[src/rtl/ann_io_pkg.sv]
// Shared constants for the ANN accelerator pad responder: mode codes,
// control FSM states and error flag positions.
package ann_io_pkg;

    localparam int DATA_W_DEFAULT = 11;

    localparam logic [1:0] MODE_QUERY = 2'b00;
    localparam logic [1:0] MODE_LOAD  = 2'b01;
    localparam logic [1:0] MODE_SEND  = 2'b10;

    typedef enum logic [1:0] {
        IDLE = 2'b00,
        BUSY = 2'b01,
        DONE = 2'b10
    } state_t;

    localparam int ERR_IN_OVF     = 0;
    localparam int ERR_RD_EMPTY   = 1;
    localparam int ERR_START_BUSY = 2;

    // load_kdtree has priority over send_best_arr when both are raised.
    function automatic logic [1:0] pick_mode(input logic load, input logic send);
        if (load)
            return MODE_LOAD;
        else if (send)
            return MODE_SEND;
        else
            return MODE_QUERY;
    endfunction

endpackage

[src/rtl/ann_sync_fifo.sv]
// Show-ahead synchronous FIFO with occupancy outputs and a peek at the entry
// behind the head, so a consumer can register the post-pop head word.
module ann_sync_fifo #(
    parameter int W     = 11,
    parameter int DEPTH = 16
) (
    input  logic                    clk,
    input  logic                    rst,
    input  logic                    push,
    input  logic [W-1:0]            wdata,
    input  logic                    pop,
    output logic [W-1:0]            rdata,
    output logic [W-1:0]            rdata_next,
    output logic [$clog2(DEPTH):0]  count,
    output logic [$clog2(DEPTH):0]  count_next,
    output logic                    overflow
);

    localparam int AW = $clog2(DEPTH);

    logic [W-1:0]  mem [DEPTH];
    logic [AW:0]   wptr, rptr, wptr_n, rptr_n;
    logic          empty, full, do_push, do_pop, bypass;
    logic [AW-1:0] ridx_next;

    assign empty     = (wptr == rptr);
    assign full      = (wptr[AW] != rptr[AW]) && (wptr[AW-1:0] == rptr[AW-1:0]);
    assign do_pop    = pop && !empty;
    // Push and pop on an empty FIFO hand the word straight through.
    assign bypass    = push && pop && empty;
    assign do_push   = push && !bypass && (!full || do_pop);
    assign overflow  = push && full && !do_pop;

    assign wptr_n     = wptr + (AW+1)'(do_push);
    assign rptr_n     = rptr + (AW+1)'(do_pop);
    assign count      = wptr - rptr;
    assign count_next = wptr_n - rptr_n;

    assign ridx_next  = rptr[AW-1:0] + AW'(1);
    assign rdata      = empty ? wdata : mem[rptr[AW-1:0]];
    assign rdata_next = mem[ridx_next];

    always_ff @(posedge clk) begin
        if (do_push)
            mem[wptr[AW-1:0]] <= wdata;
    end

    always_ff @(posedge clk or posedge rst) begin
        if (rst) begin
            wptr <= '0;
            rptr <= '0;
        end else begin
            wptr <= wptr_n;
            rptr <= rptr_n;
        end
    end

endmodule

[src/rtl/ann_io_port.sv]
// Chip-side responder for the ANN accelerator pad protocol: input FIFO (host
// to core), output FIFO (core to host) and the start/mode/done control FSM.
module ann_io_port
    import ann_io_pkg::*;
#(
    parameter int DATA_W    = DATA_W_DEFAULT,
    parameter int IN_DEPTH  = 16,
    parameter int OUT_DEPTH = 16
) (
    input  logic              io_clk,
    input  logic              io_rst,
    input  logic              in_fifo_wenq,
    input  logic [DATA_W-1:0] in_fifo_wdata,
    output logic              in_fifo_wfull_n,
    input  logic              out_fifo_deq,
    output logic [DATA_W-1:0] out_fifo_rdata,
    output logic              out_fifo_rempty_n,
    input  logic              fsm_start,
    input  logic              load_kdtree,
    input  logic              send_best_arr,
    output logic              fsm_done,
    output logic [DATA_W-1:0] core_rdata,
    output logic              core_rvalid,
    input  logic              core_rdeq,
    input  logic [DATA_W-1:0] core_wdata,
    input  logic              core_wenq,
    output logic              core_wready,
    output logic              core_start,
    output logic [1:0]        core_mode,
    input  logic              core_done,
    output logic [2:0]        err,
    output state_t            fsm_state
);

    // Core handshakes: a word moves on a rising edge where core_rvalid&&core_rdeq
    // (input FIFO) or core_wready&&core_wenq (output FIFO); valid never waits on ready.

    localparam int IN_AW  = $clog2(IN_DEPTH);
    localparam int OUT_AW = $clog2(OUT_DEPTH);

    logic              wenq_r, deq_r, start_r, start_prev, load_r, send_r;
    logic [DATA_W-1:0] wdata_r;
    logic              start_edge;
    state_t            state;

    logic [IN_AW:0]    in_count, in_count_next;
    logic [IN_AW+1:0]  in_used;
    logic              in_ovf;
    logic [DATA_W-1:0] in_peek_unused;

    logic              out_push, out_pop;
    logic [DATA_W-1:0] out_head, out_peek;
    logic [OUT_AW:0]   out_count, out_count_next, out_remain;
    logic              out_ovf_unused;

    always_ff @(posedge io_clk or posedge io_rst) begin
        if (io_rst) begin
            wenq_r     <= 1'b0;
            wdata_r    <= '0;
            deq_r      <= 1'b0;
            start_r    <= 1'b0;
            start_prev <= 1'b0;
            load_r     <= 1'b0;
            send_r     <= 1'b0;
        end else begin
            wenq_r     <= in_fifo_wenq;
            wdata_r    <= in_fifo_wdata;
            deq_r      <= out_fifo_deq;
            start_r    <= fsm_start;
            start_prev <= start_r;
            load_r     <= load_kdtree;
            send_r     <= send_best_arr;
        end
    end

    assign start_edge = start_r && !start_prev;

    ann_sync_fifo #(.W(DATA_W), .DEPTH(IN_DEPTH)) u_in_fifo (
        .clk        (io_clk),
        .rst        (io_rst),
        .push       (wenq_r),
        .wdata      (wdata_r),
        .pop        (core_rdeq),
        .rdata      (core_rdata),
        .rdata_next (in_peek_unused),
        .count      (in_count),
        .count_next (in_count_next),
        .overflow   (in_ovf)
    );

    assign core_rvalid = (in_count != '0);

    // The word entering the pad register this edge is already committed, so it
    // counts as used; deassert while fewer than three entries remain free.
    assign in_used = {1'b0, in_count_next} + (IN_AW+2)'(in_fifo_wenq);

    always_ff @(posedge io_clk or posedge io_rst) begin
        if (io_rst)
            in_fifo_wfull_n <= 1'b0;
        else
            in_fifo_wfull_n <= (in_used < (IN_AW+2)'(IN_DEPTH - 2));
    end

    assign out_push = core_wenq && core_wready;
    assign out_pop  = deq_r && out_fifo_rempty_n;

    ann_sync_fifo #(.W(DATA_W), .DEPTH(OUT_DEPTH)) u_out_fifo (
        .clk        (io_clk),
        .rst        (io_rst),
        .push       (out_push),
        .wdata      (core_wdata),
        .pop        (out_pop),
        .rdata      (out_head),
        .rdata_next (out_peek),
        .count      (out_count),
        .count_next (out_count_next),
        .overflow   (out_ovf_unused)
    );

    // Occupancy after this edge's pop but before its push: a fresh core word
    // becomes visible to the host one edge after it lands.
    assign out_remain = out_count - (OUT_AW+1)'(out_pop);

    always_ff @(posedge io_clk or posedge io_rst) begin
        if (io_rst) begin
            out_fifo_rempty_n <= 1'b0;
            out_fifo_rdata    <= '0;
            core_wready       <= 1'b0;
        end else begin
            out_fifo_rempty_n <= (out_remain != '0);
            if (out_remain != '0)
                out_fifo_rdata <= out_pop ? out_peek : out_head;
            core_wready       <= (out_count_next != (OUT_AW+1)'(OUT_DEPTH));
        end
    end

    always_ff @(posedge io_clk or posedge io_rst) begin
        if (io_rst) begin
            state      <= IDLE;
            core_start <= 1'b0;
            core_mode  <= MODE_QUERY;
            fsm_done   <= 1'b0;
        end else begin
            core_start <= 1'b0;
            fsm_done   <= (state == DONE);
            case (state)
                IDLE, DONE: begin
                    if (start_edge) begin
                        state      <= BUSY;
                        core_start <= 1'b1;
                        core_mode  <= pick_mode(load_r, send_r);
                    end
                end
                BUSY: begin
                    if (core_done)
                        state <= DONE;
                end
                default: state <= IDLE;
            endcase
        end
    end

    assign fsm_state = state;

    always_ff @(posedge io_clk or posedge io_rst) begin
        if (io_rst) begin
            err <= '0;
        end else begin
            if (in_ovf)
                err[ERR_IN_OVF] <= 1'b1;
            if (deq_r && !out_fifo_rempty_n)
                err[ERR_RD_EMPTY] <= 1'b1;
            if (start_edge && (state == BUSY))
                err[ERR_START_BUSY] <= 1'b1;
        end
    end

endmodule

[config.mk]
export PLATFORM = sky130hd
export DESIGN_NAME = ann_io_port
export DESIGN_NICKNAME = d
export VERILOG_FILES = /design/src/rtl/ann_io_pkg.sv /design/src/rtl/ann_sync_fifo.sv /design/src/rtl/ann_io_port.sv
export SDC_FILE = /design/constraint.sdc
export NUM_CORES = 1
export LEC_CHECK = 0
export CORE_AREA = 5 5 207 209
export DETAILED_ROUTE_END_ITERATION = 8
export DIE_AREA = 0 0 212 214
export PLACE_DENSITY = 0.67
export SLEW_MARGIN = 0
export SYNTH_ARGS = -nofsm -noshare
export SYNTH_HDL_FRONTEND = slang
export SYNTH_SLANG_ARGS = --single-unit
[constraint.sdc]
create_clock -name io_clk -period 5.73 [get_ports io_clk]
set_input_delay 1.146 -clock io_clk [delete_from_list [all_inputs] [get_ports io_clk]]
set_output_delay 1.146 -clock io_clk [all_outputs]
set_load 0.005 [all_outputs]
# --- After elaboration in Yosys (flattened, before gate mapping) ---
# Memories as Yosys holds them, arrays and structs flattened.
# Cells that the tools add are included.
totals:
  ff_bits: 60
  ram_bits: 352
  inputBits: 32
  word_cells: 97
  mem_count: 2
op_classes:
  add_sub_neg: 11
  n_lt_le_gt_ge: 1
  eq_ne: 11
  mux: 14
  reduce_logical: 36
memory_table:
  columns: ["name", "words", "width", "read_ports", "rd_ports_with_merged_regs", "write_ports", "line", "text"]
  rows:
  - ["u_in_fifo.mem", 16, 11, 1, 0, 1, "ann_sync_fifo.sv:21", "logic [W-1:0] mem [DEPTH];"]
  - ["u_out_fifo.mem", 16, 11, 2, 0, 1, "ann_sync_fifo.sv:21", null]
ops:
  columns: ["operator", "count"]
  rows:
  - ["11-bit 2-to-1 mux", 3]
  - ["5-bit by 1-bit adder with 5-bit output", 4]
  - ["5-bit subtractor", 4]
  - ["1-bit logical AND", 19]
  - ["5-bit == test", 2]
  - ["5-bit nonzero test", 2]
  - ["1-bit zero test", 9]
  - ["4-bit == test", 2]
  - ["2-bit 2-to-1 mux", 4]
  - ["5-bit by 1-bit adder with 6-bit output", 1]
  - ["6-bit by 4-bit < comparator with 1-bit output (second input constant)", 1]
  - ["1-bit 2-to-1 mux", 6]
  - ["5-bit != test (second input constant)", 1]
  - ["5-bit by 1-bit subtractor with 5-bit output", 1]
  - ["4-bit by 1-bit adder with 4-bit output (second input constant)", 1]
  - ["2-bit != test (second input constant)", 2]
  - ["2-bit one-hot mux with 2 select lines", 1]
  - ["2-bit AND reduction", 2]
  - ["2-bit by 1-bit == test with 1-bit output (second input constant)", 1]
  - ["2-bit == test (second input constant)", 1]
  - ["2-bit zero test", 1]
  - ["1-bit logical OR", 2]
  - ["1-bit != test", 2]
  - ["2-bit OR reduction", 1]

# --- Depth between registers and ports, before layout ---
depth:
  ltp_word: 9
  depth_mapped: 18
  mapped_depth_nobuf: 15

# --- Hierarchy ---
# Synthesis repeated with hierarchy kept, for this count alone.
unflattened:
  cells_unflattened: 1092
  hier_area_um2: 20014.2
modules_own_cells:
  columns: ["module", "n_inst", "cells_each", "area_each_um2", "seq_area_each_um2"]
  rows:
  - ["ann_sync_fifo at u_out_fifo", 1, 493, 9225.1, 5535.3]
  - ["ann_sync_fifo at u_in_fifo", 1, 494, 9213.8, 5535.3]
  - ["ann_io_port", 1, 105, 1575.3, 1001.0]

# --- Worst setup path before layout ---
# OpenSTA, ideal clock, no wires.
synth_path:
  path_kind: "register to register"
  startpoint: "reg u_in_fifo.rptr[1]"
  endpoint: "reg in_fifo_wfull_n"
  t_arrival_ps: 4214
  path_slack_ps: 1392
  path_stages_with_launch: 19
  path_buffers: 3
  cell_sequence: "dfrtp_1 > clkbuf_1 > buf_1 > inv_1 > ha_1 > nand4_1 > nor2_1 > clkbuf_1 > nor2b_1 > ha_1 > ha_1 > xnor2_1 > ha_1 > nor3b_1 > mux2i_1 > and3_1 > or2_1 > a221o_1 > a211o_1"
synth_via:
  elab_chain_cells: 9
  word_cells_on_any_way: 16
  cone_classes: "add/sub (4); order compare (1); eq/ne (2); reduce/logical (9)"
synth_rtl:
  columns: ["element", "line", "text"]
  rows:
  - ["start, declared", "ann_sync_fifo.sv:22", "logic [AW:0] wptr, rptr, wptr_n, rptr_n;"]
  - ["start signal, assigned", "ann_sync_fifo.sv:54", "rptr <= rptr_n;"]
  - ["5-bit == test / 4-bit == test (equally long branches)", "ann_sync_fifo.sv:26, ann_sync_fifo.sv:27", null]
  - ["1-bit logical AND, or another cell as far along", "ann_sync_fifo.sv:30", "assign bypass = push && pop && empty;"]
  - ["1-bit zero test / 1-bit logical AND (equally long branches)", "ann_sync_fifo.sv:31, ann_sync_fifo.sv:28", null]
  - ["1-bit logical AND / 1-bit logical OR (equally long branches)", "ann_sync_fifo.sv:31", "assign do_push = push && !bypass && (!full || do_pop);"]
  - ["1-bit logical AND", "ann_sync_fifo.sv:31", null]
  - ["5-bit by 1-bit adder with 5-bit output", "ann_sync_fifo.sv:34", "assign wptr_n = wptr + (AW+1)'(do_push);"]
  - ["5-bit subtractor *", "ann_sync_fifo.sv:37", "assign count_next = wptr_n - rptr_n;"]
  - ["5-bit by 1-bit adder with 6-bit output *", "ann_io_port.sv:95", "assign in_used = {1'b0, in_count_next} + (IN_AW+2)'(in_fifo_wenq);"]
  - ["6-bit by 4-bit < comparator with 1-bit output *", "ann_io_port.sv:101", "in_fifo_wfull_n <= (in_used < (IN_AW+2)'(IN_DEPTH - 2));"]
  - ["end signal, assigned", "ann_io_port.sv:101", null]
  - ["end, declared", "ann_io_port.sv:14", "output logic in_fifo_wfull_n,"]
# Mark *: on every way between the ends. The rest lies on a longest branch, timed or not.
# A chain may end at the register's enable or synchronous reset.

# --- Final worst setup path ---
layout_path:
  startpoint: "reg u_in_fifo.rptr[0]"
  endpoint: "out core_rdata[10]"
layout_via:
  elab_chain_cells: 2
  word_cells_on_any_way: 3
  cone_classes: "eq/ne (1); mux (1); memory (1)"
layout_rtl:
  columns: ["element", "line", "text"]
  rows:
  - ["memory 16 x 11 bit / 5-bit == test (equally long branches)", null, null]
  - ["11-bit 2-to-1 mux *", "ann_sync_fifo.sv:40", "assign rdata = empty ? wdata : mem[rptr[AW-1:0]];"]
  - ["end, declared", "ann_io_port.sv:22", "output logic [DATA_W-1:0] core_rdata,"]
# Marked as above.

==> flow_summary_export.csv <==
group,metric,value,unit
synth,synth_nets,964,
setup_path,cp_common_cell,"mux4_2",
clocking,ctsHoldBuffers,0,
setup_path,crit_fanout,33,
grt,grt_usage,18.2,%
die,rows,74,
power,leakagePower,0.00698,µW
timing,rsz0062_at_grt,"false",
final_layout,final_cells,1575,
min_path,min_to,"start_prev",
timing,finClkSkew,0.0188,ns
synth,synth.mux.area_fraction,22.0,%
setup_path,cp.arrival,3.42,ns
route,post_drt_wl_per_cell,25.8,µm
timing,finalSetupTns,0,ns
setup_path,slowest_delay,0.69,ns
grt,grt_pass1_vias,9745,
synth,ys_warn_count,0,
clocking,cts-buffers-inserted,43,
clocking,cts_root_buffer,"clkbuf_16",
synth,synth-seq-cells,412,
grt,grt-busiest-layer,"met2",
synth,synth_fa_ha_area_share,2.24,%
route,drt_wl_total,40700,µm
grt,grt_first_pass_wirelength,61900,µm
setup_path,reg2reg_slack,1.65,ns
grt,met1_usage,23.8,%
timing,setup_viol,0,
setup_path,cp-start-kind,"flop",
clocking,htreeDepth,2,
route,drc,0,
timing,finalHoldViolCount,0,
timing,finalCritPeriodShare,79.7,%
grt,use_met2,31.9,%
power,p_sw_share,32.5,%
setup_path,cp.required,4.58,ns
min_path,hp-start,"start_r",
placed_design,routabilityCongestion,0.779,
timing,slew-limit-headroom,33.8,%
setup_path,cp-end-kind,"primary output",
setup_path,cp.depth,5,
clocking,cts_resized,0,
clocking,clkTransAtPathRegs,0.06,ns
synth,syn_area,18000,µm²
power,combPwrFrac,42.2,%
timing,fmax,219,MHz
min_path,whs_path_depth,0,
grt,grt_max_degree,48,
die,fp.dieH,214,µm
die,io_pins,67,
placed_design,numPortBuffers,66,
synth,synth_top_family_by_area,"multiplexers",
synth,synth_most_common_cell,"edfxtp_1",
final_layout,area_growth,15.9,%
timing,worst_pin_slew,0.990,ns
setup_path,r2r_cells,12,
min_path,hold_class,"flop to flop",
synth,synth_compound_area_share,1.31,%
setup_path,r2r-start,"u_out_fifo.rptr[0]",
synth,synth_edf_count,352,
power,vdd_drop_max,0.332,mV
synth,synthTopCellsByArea,"edfxtp_1 59%, mux4_2 21%, dfrtp_1 8.3%",
route,drtAntennaViolNets,0,
placed_design,post-place-cells,1496,
synth,synth-xor-area-share,1.65,%
power,powerDensity,562,nW/µm²
power,internal_power,7940,µW
timing,drv_slew,0,
setup_path,crit_family,"multiplexers",
timing,finalCriticalPeriod,4.56,ns
die,design.core.area,40600,µm²
power,p_sw,3820,µW
grt,met3_usage,3.06,%
route,vias,9111,
synth,synth_simple_gate_area_share,3.70,%
clocking,cts_tree,"built",
setup_path,criticalPathCategory,"flop to primary output",
synth,ys_async_sr_fraction,14.6,%
clocking,clock_sinks,412,
run_status,run_status,"completed",
clocking,max-clock-path-buffers,3,
synth,syn_inst,901,
die,initial_core_util,44.3,%
setup_path,path_buf_inv,2,
synth,synth_top_area_share,58.6,%
synth,synth.avg_cell_area,20.0,µm²
synth,synth_cell_types,44,
final_layout,fin_util,51.4,%
power,total_power,11800,µW
final_layout,drive_gt1_share,29.2,%
power,p_clk_share,23.4,%
route,dr.pass1.iters,4,
die,dieArea,45400,µm²
job,drv_cap,0,
route,viasPerCell,5.78,
synth,synthFlopType,"edfxtp_1",
final_layout,finalNetCount,1072,
setup_path,slowest_stage,"dfrtp_2",
power,pwr-share-seq,34.5,%
clocking,insertion_delay,0.58,ns
route,drt_iter0_markers,770,
final_layout,diodes,0,
placed_design,dp_hpwl,24200,µm
die,die_w,212,µm
synth,yosys-top-cells-count,"352 x edfxtp_1, 165 x mux4_2, 60 x dfrtp_1, 36 x nor2_1, 29 x ha_1",
setup_path,reg2reg_to,"out_fifo_rdata[1]",
grt,antenna_found_initial,1,
grt,overflow,0,
synth,yosysSeqAreaShare,67.0,%
synth,synth_top_area_cell,"edfxtp_1",
clocking,post_cts_buffers,0,
setup_path,path_cells,"buf_12 -> mux4_2 -> mux4_2 -> mux2_2 -> clkdlybuf4s50_1",
==> registers in the layout, summed over array words and instances, names as in the netlist, 2 cells and up <==
name             cells
err                  3
u_in_fifo.rptr       5
u_out_fifo.rptr      5
u_in_fifo.wptr       5
u_out_fifo.wptr      5
u_in_fifo.mem      176
core_mode            2
fsm_state            2
u_out_fifo.mem     176
out_fifo_rdata      11
wdata_r             11
==> worst max path at each step <==
stage	start	endpoint
2_1_floorplan	u_in_fifo.rptr[1]	in_fifo_wfull_n
4_1_cts	u_in_fifo.rptr[0]	core_rdata[9]
3_3_place_gp	core_rdeq	in_fifo_wfull_n
6_report	u_in_fifo.rptr[0]	core_rdata[10]
5_1_grt	u_in_fifo.rptr[0]	core_rdata[9]
3_5_place_dp	core_rdeq	in_fifo_wfull_n
==> layout make-up <==
type / count / area [µm²]
Inverter: 28 / 106
Timing Repair Buffer: 111 / 1020
Fill cell: 3210 / 19700
Clock buffer: 53 / 1150
Clock inverter: 26 / 234
Multi-Input combinational cell: 413 / 5630
Sequential cell: 412 / 12100
Tap cell: 532 / 666
==> power by group through the flow <==
stage / Sequential, µW / Combinational (µW) / Clock (µW)
after global routing: 4110 / 5390 / 2950
final: 4050 / 4960 / 2740
after floorplan: 3880 / 3830 / 0
after global placement: 4100 / 4930 / 0
after detailed placement: 4120 / 5020 / 0
after CTS: 4060 / 5030 / 2810
==> per-layer routing <==
metal  up-vias  part of all wire, %
met5         -                0.034
met4         2                  1.7
met3        50                  5.3
met2       269                   53
met1      4869                   40
li1       3921                    -
==> cell usage in the layout (no fill, tap or decap), types with 4 or more instances in the layout <==
master / count
nand2b_1: 9
ha_1: 28
dfrtp_1: 55
nand3b_1: 6
dfrtp_2: 4
edfxtp_1: 352
a21oi_1: 5
nor2b_1: 10
xor2_1: 14
xnor2_1: 17
clkdlybuf4s50_1: 66
nor2_1: 36
nand2_1: 12
nand4_1: 4
mux2_2: 12
nor3_2: 6
mux4_2: 165
clkbuf_1: 6
clkinv_1: 9
clkbuf_8: 4
nand3_1: 15
inv_1: 27
clkinv_2: 10
buf_4: 43
mux2i_1: 12
nor3b_1: 13
a211oi_1: 12
o21ai_0: 7
clkbuf_16: 43
==> per-stage QoR <==
stage | instance area (µm²) | setup WS (ns) | hold slack [ns]
final | 20900 | 1.17 | 0.384
after CTS | 20900 | 1.06 | 0.389
after global placement | 19500 | 1.40 | 0.364
after floorplan | 18000 | 1.39 | 0.355
after global routing | 20900 | 0.964 | 0.404
after detailed placement | 19500 | 1.32 | 0.374
==> kinds of logic (layout without fill, tap and decap cells) <==
| kind of cell | Yosys count | after routing |
|---|---|---|
| mux | 189 | 189 |
| compound gates | 35 | 35 |
| simple gates | 125 | 125 |
| buf+inv | 76 | 218 |
| xor+xnor | 33 | 33 |
| flops | 412 | 412 |
| fa+ha+maj | 31 | 31 |
Power figures use the tool's default switching activity.
